--- src/rtl/mat_pkg.sv ---
// Shared types for the sparse S-port datapath feeding mat_multi.
// One entry is {col, re, im}; one beat is four lanes plus row metadata.
package mat_pkg;

  localparam int MAT_RANK = 256;
  localparam int LANES    = 4;
  localparam int VAL_W    = 32;

  function automatic int idx_w(input int rank);
    return (rank > 1) ? $clog2(rank) : 1;
  endfunction

  localparam int IDX_W = idx_w(MAT_RANK);

  typedef logic [IDX_W-1:0] idx_t;
  typedef logic [VAL_W-1:0] val_t;

  typedef struct packed {
    idx_t col;
    val_t val_r;
    val_t val_i;
  } entry_t;

  typedef struct packed {
    entry_t [LANES-1:0] lane;
    logic [LANES-1:0]   mask;
    logic               last;
    idx_t               row;
    logic               frame_end;
  } beat_t;

  function automatic logic [LANES-1:0] fill_mask(
    input logic [1:0] cnt
  );
    logic [LANES-1:0] m;
    unique case (cnt)
      2'd0: m = 4'b0001;
      2'd1: m = 4'b0011;
      2'd2: m = 4'b0111;
      2'd3: m = 4'b1111;
    endcase
    return m;
  endfunction

endpackage

--- src/rtl/sparse_row_packer_if.sv ---
// Entry stream in, 4-lane S-port beat out.
// slave is the packer side, master is the producer/consumer side.
interface sparse_row_packer_if #(
  parameter int MAT_RANK = mat_pkg::MAT_RANK
);
  import mat_pkg::*;

  localparam int IDX_W = idx_w(MAT_RANK);

  logic                   in_vld;
  logic                   in_rdy;
  logic [IDX_W-1:0]       in_col;
  logic [VAL_W-1:0]       in_val_r;
  logic [VAL_W-1:0]       in_val_i;
  logic                   in_last;

  logic [IDX_W*LANES-1:0] Scol_index;
  logic [VAL_W-1:0]       S_val_r0;
  logic [VAL_W-1:0]       S_val_r1;
  logic [VAL_W-1:0]       S_val_r2;
  logic [VAL_W-1:0]       S_val_r3;
  logic [VAL_W-1:0]       S_val_i0;
  logic [VAL_W-1:0]       S_val_i1;
  logic [VAL_W-1:0]       S_val_i2;
  logic [VAL_W-1:0]       S_val_i3;
  logic [LANES-1:0]       S_mask;
  logic                   S_last;
  logic [IDX_W-1:0]       S_row;
  logic                   S_frame_end;
  logic                   S_vld_o;
  logic                   S_rdy_o;

  modport slave (
    input  in_vld,
    output in_rdy,
    input  in_col,
    input  in_val_r,
    input  in_val_i,
    input  in_last,
    output Scol_index,
    output S_val_r0,
    output S_val_r1,
    output S_val_r2,
    output S_val_r3,
    output S_val_i0,
    output S_val_i1,
    output S_val_i2,
    output S_val_i3,
    output S_mask,
    output S_last,
    output S_row,
    output S_frame_end,
    output S_vld_o,
    input  S_rdy_o
  );

  modport master (
    output in_vld,
    input  in_rdy,
    output in_col,
    output in_val_r,
    output in_val_i,
    output in_last,
    input  Scol_index,
    input  S_val_r0,
    input  S_val_r1,
    input  S_val_r2,
    input  S_val_r3,
    input  S_val_i0,
    input  S_val_i1,
    input  S_val_i2,
    input  S_val_i3,
    input  S_mask,
    input  S_last,
    input  S_row,
    input  S_frame_end,
    input  S_vld_o,
    output S_rdy_o
  );

endinterface

--- src/rtl/sparse_beat_reg.sv ---
// Single-beat S-port output register with valid/ready hold.
// Reusable by any producer that forms a whole beat in one cycle.
module sparse_beat_reg
  import mat_pkg::*;
(
  input  logic  clk,
  input  logic  rst,
  input  logic  i_load,
  input  beat_t i_beat,
  input  logic  i_rdy,
  output logic  o_vld,
  output beat_t o_beat,
  output logic  o_free
);

  beat_t r_beat;
  logic  r_vld;
  logic  w_free;
  logic  w_take;

  assign w_free = ~r_vld | i_rdy;
  // A load while a beat is stuck would drop data; ignore it.
  assign w_take = i_load & w_free;

  always_ff @(posedge clk or posedge rst) begin
    if (rst) begin
      r_beat <= '0;
      r_vld  <= 1'b0;
    end else if (w_take) begin
      r_beat <= i_beat;
      r_vld  <= 1'b1;
    end else if (i_rdy) begin
      r_vld  <= 1'b0;
    end
  end

  assign o_vld  = r_vld;
  assign o_beat = r_beat;
  assign o_free = w_free;

endmodule

--- src/rtl/sparse_row_packer.sv ---
// Packs row-ordered sparse nonzeros into 4-lane beats for mat_multi.
// Short rows are zero-padded so a beat never spans two rows.
module sparse_row_packer
  import mat_pkg::*;
#(
  parameter int MAT_RANK = mat_pkg::MAT_RANK
) (
  input logic               clk,
  input logic               rst,
  sparse_row_packer_if.slave bus
);

  localparam int IDX_W = idx_w(MAT_RANK);
  localparam logic [IDX_W-1:0] ROW_MAX = IDX_W'(MAT_RANK - 1);

  logic [1:0]       r_rst_sync;
  logic             w_rst;
  logic [1:0]       r_cnt;
  entry_t           r_lane [0:LANES-2];
  logic [IDX_W-1:0] r_row;

  entry_t w_in;
  beat_t  w_beat;
  beat_t  w_q;
  logic   w_vld;
  logic   w_free;
  logic   w_rdy;
  logic   w_acc;
  logic   w_done;

  // Assert immediately, release two clocks after rst drops.
  always_ff @(posedge clk or posedge rst) begin
    if (rst) begin
      r_rst_sync <= 2'b11;
    end else begin
      r_rst_sync <= {r_rst_sync[0], 1'b0};
    end
  end

  assign w_rst = r_rst_sync[1];

  assign w_in.col   = bus.in_col;
  assign w_in.val_r = bus.in_val_r;
  assign w_in.val_i = bus.in_val_i;

  assign w_rdy      = w_free & ~rst;
  assign bus.in_rdy = w_rdy;
  assign w_acc      = bus.in_vld & w_rdy;
  assign w_done     = w_acc & ((r_cnt == 2'd3) | bus.in_last);

  always_comb begin
    w_beat = '0;
    for (int k = 0; k < LANES - 1; k++) begin
      if (k < int'(r_cnt)) begin
        w_beat.lane[k] = r_lane[k];
      end
    end
    w_beat.lane[r_cnt]  = w_in;
    w_beat.mask         = fill_mask(r_cnt);
    w_beat.last         = bus.in_last;
    w_beat.row          = r_row;
    w_beat.frame_end    = bus.in_last & (r_row == ROW_MAX);
  end

  always_ff @(posedge clk or posedge w_rst) begin
    if (w_rst) begin
      r_cnt <= 2'd0;
      r_row <= '0;
      for (int k = 0; k < LANES - 1; k++) begin
        r_lane[k] <= '0;
      end
    end else if (w_acc) begin
      if (w_done) begin
        r_cnt <= 2'd0;
      end else begin
        r_lane[r_cnt] <= w_in;
        r_cnt         <= r_cnt + 2'd1;
      end
      if (bus.in_last) begin
        r_row <= (r_row == ROW_MAX) ? '0 : r_row + 1'b1;
      end
    end
  end

  sparse_beat_reg u_out (
    .clk    (clk),
    .rst    (w_rst),
    .i_load (w_done),
    .i_beat (w_beat),
    .i_rdy  (bus.S_rdy_o),
    .o_vld  (w_vld),
    .o_beat (w_q),
    .o_free (w_free)
  );

  assign bus.Scol_index  = {w_q.lane[3].col, w_q.lane[2].col,
                            w_q.lane[1].col, w_q.lane[0].col};
  assign bus.S_val_r0    = w_q.lane[0].val_r;
  assign bus.S_val_r1    = w_q.lane[1].val_r;
  assign bus.S_val_r2    = w_q.lane[2].val_r;
  assign bus.S_val_r3    = w_q.lane[3].val_r;
  assign bus.S_val_i0    = w_q.lane[0].val_i;
  assign bus.S_val_i1    = w_q.lane[1].val_i;
  assign bus.S_val_i2    = w_q.lane[2].val_i;
  assign bus.S_val_i3    = w_q.lane[3].val_i;
  assign bus.S_mask      = w_q.mask;
  assign bus.S_last      = w_q.last;
  assign bus.S_row       = w_q.row;
  assign bus.S_frame_end = w_q.frame_end;
  assign bus.S_vld_o     = w_vld;

endmodule
--- src/flat_wrapper.sv ---
// flat-port wrapper written by rule: the top's interface ports become plain ports
module sparse_row_packer_flat import mat_pkg::*;
#(
  parameter int MAT_RANK = mat_pkg::MAT_RANK
)
  (clk, rst, bus_in_vld, bus_in_rdy, bus_in_col, bus_in_val_r, bus_in_val_i, bus_in_last, bus_Scol_index, bus_S_val_r0, bus_S_val_r1, bus_S_val_r2, bus_S_val_r3, bus_S_val_i0, bus_S_val_i1, bus_S_val_i2, bus_S_val_i3, bus_S_mask, bus_S_last, bus_S_row, bus_S_frame_end, bus_S_vld_o, bus_S_rdy_o);
  sparse_row_packer_if #(.MAT_RANK(MAT_RANK)) bus_i ();
  input logic clk;
  input logic rst;
  input wire logic [$bits(bus_i.in_vld)-1:0] bus_in_vld;
  output wire logic [$bits(bus_i.in_rdy)-1:0] bus_in_rdy;
  input wire logic [$bits(bus_i.in_col)-1:0] bus_in_col;
  input wire logic [$bits(bus_i.in_val_r)-1:0] bus_in_val_r;
  input wire logic [$bits(bus_i.in_val_i)-1:0] bus_in_val_i;
  input wire logic [$bits(bus_i.in_last)-1:0] bus_in_last;
  output wire logic [$bits(bus_i.Scol_index)-1:0] bus_Scol_index;
  output wire logic [$bits(bus_i.S_val_r0)-1:0] bus_S_val_r0;
  output wire logic [$bits(bus_i.S_val_r1)-1:0] bus_S_val_r1;
  output wire logic [$bits(bus_i.S_val_r2)-1:0] bus_S_val_r2;
  output wire logic [$bits(bus_i.S_val_r3)-1:0] bus_S_val_r3;
  output wire logic [$bits(bus_i.S_val_i0)-1:0] bus_S_val_i0;
  output wire logic [$bits(bus_i.S_val_i1)-1:0] bus_S_val_i1;
  output wire logic [$bits(bus_i.S_val_i2)-1:0] bus_S_val_i2;
  output wire logic [$bits(bus_i.S_val_i3)-1:0] bus_S_val_i3;
  output wire logic [$bits(bus_i.S_mask)-1:0] bus_S_mask;
  output wire logic [$bits(bus_i.S_last)-1:0] bus_S_last;
  output wire logic [$bits(bus_i.S_row)-1:0] bus_S_row;
  output wire logic [$bits(bus_i.S_frame_end)-1:0] bus_S_frame_end;
  output wire logic [$bits(bus_i.S_vld_o)-1:0] bus_S_vld_o;
  input wire logic [$bits(bus_i.S_rdy_o)-1:0] bus_S_rdy_o;
  assign bus_i.in_vld = bus_in_vld;
  assign bus_in_rdy = bus_i.in_rdy;
  assign bus_i.in_col = bus_in_col;
  assign bus_i.in_val_r = bus_in_val_r;
  assign bus_i.in_val_i = bus_in_val_i;
  assign bus_i.in_last = bus_in_last;
  assign bus_Scol_index = bus_i.Scol_index;
  assign bus_S_val_r0 = bus_i.S_val_r0;
  assign bus_S_val_r1 = bus_i.S_val_r1;
  assign bus_S_val_r2 = bus_i.S_val_r2;
  assign bus_S_val_r3 = bus_i.S_val_r3;
  assign bus_S_val_i0 = bus_i.S_val_i0;
  assign bus_S_val_i1 = bus_i.S_val_i1;
  assign bus_S_val_i2 = bus_i.S_val_i2;
  assign bus_S_val_i3 = bus_i.S_val_i3;
  assign bus_S_mask = bus_i.S_mask;
  assign bus_S_last = bus_i.S_last;
  assign bus_S_row = bus_i.S_row;
  assign bus_S_frame_end = bus_i.S_frame_end;
  assign bus_S_vld_o = bus_i.S_vld_o;
  assign bus_i.S_rdy_o = bus_S_rdy_o;
  sparse_row_packer #(.MAT_RANK(MAT_RANK)) u_core (.clk(clk), .rst(rst), .bus(bus_i));
endmodule
--- config.mk ---
export PLATFORM = sky130hd
export DESIGN_NAME = sparse_row_packer_flat
export DESIGN_NICKNAME = d
export VERILOG_FILES = /design/src/rtl/mat_pkg.sv /design/src/rtl/sparse_row_packer_if.sv /design/src/rtl/sparse_beat_reg.sv /design/src/rtl/sparse_row_packer.sv /design/src/flat_wrapper.sv
export SDC_FILE = /design/constraint.sdc
export NUM_CORES = 1
export LEC_CHECK = 0
export BUFFER_PORTS_ARGS = -buffer_cell sky130_fd_sc_hd__clkbuf_2
export CORE_ASPECT_RATIO = 0.8
export CORE_MARGIN = 3
export CORE_UTILIZATION = 35
export DETAILED_ROUTE_END_ITERATION = 8
export PLACE_DENSITY = 0.63
export SLEW_MARGIN = 20
export SYNTH_ARGS = -nofsm -noshare
export SYNTH_HDL_FRONTEND = slang
export SYNTH_SLANG_ARGS = --single-unit
--- constraint.sdc ---
create_clock -name clk -period 13.7 [get_ports clk]
set_clock_uncertainty 0.05 [all_clocks]
set_input_delay 1.37 -clock clk [delete_from_list [all_inputs] [get_ports clk]]
set_output_delay 1.37 -clock clk [all_outputs]
set_load 0.1 [all_outputs]
==> flow_results.org <==
** Detailed routing
- Summed over all layers, the routed wires come to just under 60 mm.
- After detailed routing, the average wire length per cell comes to roughly 20 um.
- Once detail routing completed, the nets flagged for antenna violations numbered 0.
- Via-per-instance ratio :: between 5 and 6
- The detailed router finished its first iteration with about 940 violations.
- Detailed routing inserted a total of approximately 15k vias.
- Before antenna repair, the detailed router went through 5 iterations.
- DRC violations left :: 0

** Clocking
- Number of buffers inserted by hold repair at cts :: 0
- In this run, CTS created clock tree buffers numbering 53.
- At the later pin of the worst-skew pair, clock insertion delay measures 0.58 ns.
- Clock tree from TritonCTS :: built
- Clock-pin slew was measured on the worst setup and hold paths at approximately 0.06 ns.
- Count of H-tree levels built during CTS :: 2
- In this run the deepest clock path goes through 3 buffers.
- Gates resized during post-CTS repair numbered 0.
- Number of clock sinks :: roughly 530
- The cell sitting at the root of the clock tree is a sky130_fd_sc_hd__clkbuf_16.
- After clock tree synthesis, the setup repair step added 0 buffers.

** Timing
- The number of slew-limit violations in the final report was 0.
- Worst-margin pin slew :: between 1 and 1.5 ns
- Period Utilization, post-route :: about 29%
- Setup repair after global routing left no endpoint under its margin.
- Highest Clock Rate :: roughly 250 MHz
- Worst Hold Slack :: 0.219 ns
- Headroom to the max-slew limit :: between 20% and 30%
- The smallest clock period supported by the final layout is computed as around 3.9 ns.
- Final setup violating endpoints :: 0
- The number of endpoints with negative hold slack in the final report was 0.
- Setup total negative slack on the finished layout was measured at 0 ns.

** Yosys
- Leading cell type by number of instances after synthesis :: sky130_fd_sc_hd__dfrtp_1
- In the synthesized netlist, the cells that appear most often are sky130_fd_sc_hd__dfrtp_1, sky130_fd_sc_hd__nor2_1, sky130_fd_sc_hd__a21oi_1, sky130_fd_sc_hd__mux2_1, sky130_fd_sc_hd__a22oi_1.
- Area share of the largest cell type after synthesis :: between 60% and 70%
- EDFF count, synth :: 0
- The number of nets in the synthesized netlist is around 1.9k.
- By area the synthesized netlist is led by sky130_fd_sc_hd__dfrtp_1, sky130_fd_sc_hd__mux2_1, sky130_fd_sc_hd__a21oi_1.
- Cells after synthesis :: 1781
- Yosys Warn Count :: 0
- Most frequently used flop master after synthesis :: sky130_fd_sc_hd__dfrtp_1
- Proportion of synthesized chip area in sequential cells :: 61.5%
- Unique cell type count in the Yosys netlist :: 37
- Leading area contributor after synthesis :: sky130_fd_sc_hd__dfrtp_1
- Summed instance area of the synthesized netlist :: ~0.022 sq mm
- Of all flip-flops after synthesis, the portion carrying an async set or reset was between 90% and 100%.
- Post-Synthesis Mean Instance Area :: ~12 sq um
- Counting flops and latches in the post-synthesis netlist gives around 530.

** GRT
- The via count of the first global-routing pass came to 15.6k.
- Tot GR Track Use :: 17.7%
- For this run the aggregate overflow at the end of global routing stands at 0.
- The first global-routing pass estimated 92.5 mm of wire.
- Entering global routing, the biggest net connects around 240 pins.
- The initial antenna violation count came to 0.

** Die
- Floorplan die area :: approximately 0.065 sq mm
- Placement row count :: 80
- In this run the vertical extent of the chip is approximately 230 um.
- The initial utilization of the core area, before any placement, comes to 35.8%.
- The die is around 280 um wide.
- Area of the core :: 0.0604 sq mm
- For this design the top-level I/O count stands at 381.

** Power
- Maximum ir drop on the vdd rail :: ~0.18 mV
- The design draws slightly below 7 mW.
- Net Sw Frac :: 47.6%
- Proportion of power drawn by the clock network :: between 20 and 25%
- The internal portion of the total power is roughly 3.6 mW.
- In this run the power density over the cells is about 270 mW/mm^2.
- Combinational share of power :: between 40% and 50%
- Registers are responsible for a little over a third of the overall power.
- Static leakage :: 12.2 nW
- Power spent charging and discharging nets :: 3.28 mW

** Worst setup path
- Crit path capture type :: flip-flop
- Type of the worst setup path :: input port to flip-flop
- Worst Setup Start Kind :: input port
- Worst setup slack for register-to-register paths :: ~10 ns
- Worst r2r dst :: u_core.u_out.o_beat[68]
- Of all nets on the critical path, the largest fanout is 100.
- The worst register-to-register path begins at u_core.r_cnt[0].
- For the worst setup path, the data arrival time is 4.38 ns.
- Data required time at the worst endpoint :: roughly 14 ns
- For the worst flop-to-flop path, the logic depth is 7.

** Finish
- Number of nets in the finished design :: 2182
- Compared with the post-synthesis result, the final layout area differs by 20.0%.
- Fraction of final layout cells with drive strength greater than 1 :: a little over a quarter
- The number of antenna diodes in the final layout is 0.
- Util after Layout :: between 40% and 50%

** Status
- Result of the run :: complete, no violations

** Place
- Number of buffers added on ports :: 380
- Routability-driven placement finished with a final weighted congestion of 0.785.
- After legalization and detailed placement, the total HPWL measured ~36 mm.

** Flow run
- Max-cap violations in this run came to 0.

** Hold path
- Worst hold path type :: flip-flop to asynchronous set/reset pin
[worst max path at each step]
stage	startpoint	endpoint	slack, ns	cells past startpoint
final	rst	u_core.u_out.o_beat[68]	9.77	7
after global routing	rst	u_core.u_out.o_beat[68]	9.42	7
after detailed placement	rst	u_core.u_out.o_beat[68]	9.19	7
after CTS	rst	u_core.u_out.o_beat[68]	9.81	7
after global placement	rst	u_core.u_out.o_beat[60]	9.37	6
after floorplan	u_core.r_rst_sync[1]	u_core.r_cnt[0]	6.09	1
[through the flow]
step | instances | cell area (sq um) | worst slack [ns]
after floorplan | 1781 | 21600 | 6.09
after global placement | 2860 | 24000 | 9.37
after detailed placement | 2862 | 24100 | 9.19
after CTS | 2959 | 25900 | 9.81
after global routing | 2960 | 25900 | 9.42
final | 2960 | 25900 | 9.77
[cell usage in the layout (no fill, tap or decap), drive strengths merged, types with 2 or more instances in the layout]
cell type / synthesis / final
a21oi: 266 / 266
ha: 7 / 7
nand2b: 2 / 2
inv: 5 / 5
nor2b: 3 / 3
buf: 95 / 17
mux2: 225 / 225
clkinv: 0 / 17
a22o: 72 / 72
xnor2: 3 / 3
a31oi: 3 / 3
nand2: 64 / 64
mux2i: 72 / 72
clkbuf: 40 / 453
nor2: 272 / 272
and3: 4 / 4
bufinv: 0 / 6
a22oi: 96 / 96
dfrtp: 529 / 529
dfstp: 2 / 2
nand3: 2 / 2
o21ai: 9 / 9
[final cells by class]
class | instances | area (sq um)
Clock inverter | 24 | 289
Multi-Input combinational cell | 1110 | 7630
Inverter | 5 | 22.5
Fill cell | 5704 | 34400
Timing Repair Buffer | 397 | 2120
Sequential cell | 531 | 13300
Tap cell | 820 | 1030
Clock buffer | 73 | 1550
[registers in the layout, summed over array words and instances, names as in the netlist]
register and flops:
u_core.r_cnt 2, u_core.r_lane 216, u_core.r_row 8, u_core.r_rst_sync 2
u_core.u_out.o_beat 302, u_core.u_out.o_vld 1
[layer usage]
| metal | global-route usage [%] | vias to the layer above | wire [um] | share of wire [%] |
|---|---|---|---|---|
| li1 | - | 6926 | - | - |
| met2 | 29.1 | 434 | 27200 | 47 |
| met4 | 3.84 | 0 | 943 | 1.6 |
| met1 | 24.1 | 7876 | 26300 | 45 |
| met5 | 0 | - | 0 | 0 |
| met3 | 3.75 | 66 | 3420 | 5.9 |
[power by group through the flow]
| stage | logic (mW) | registers, mW | clock network (mW) |
|---|---|---|---|
| detailed placement | 2.94 | 2.46 | 0 |
| CTS | 2.94 | 2.44 | 1.57 |
| floorplan | 0.730 | 4.07 | 0 |
| finish | 2.92 | 2.44 | 1.53 |
| global route | 3.06 | 2.51 | 1.64 |
| global placement | 2.89 | 2.44 | 0 |
[critical path, cell delays in order]
cell	delay (ns)
sky130_fd_sc_hd__clkbuf_2	0.12
sky130_fd_sc_hd__nand2b_1	0.22
sky130_fd_sc_hd__nor3_4	0.61
sky130_fd_sc_hd__buf_4	0.81
sky130_fd_sc_hd__buf_4	0.85
sky130_fd_sc_hd__nor2_1	0.12
sky130_fd_sc_hd__a21oi_1	0.18
[cell families (layout without fill, tap and decap cells)]
family	Yosys count	in the layout	synth area share, %
AOI/OAI and AO/OA	450	450	12.9
xor gates and xnor gates	3	3	0.122
other	1	1	0.0174
DFF	531	531	61.5
muxes	297	297	15.1
adders and majority gates	7	7	0.405
buffers and inverters	140	499	3.56
and+or+nand+nor	352	352	6.45
(Power assumes the default switching activity.)
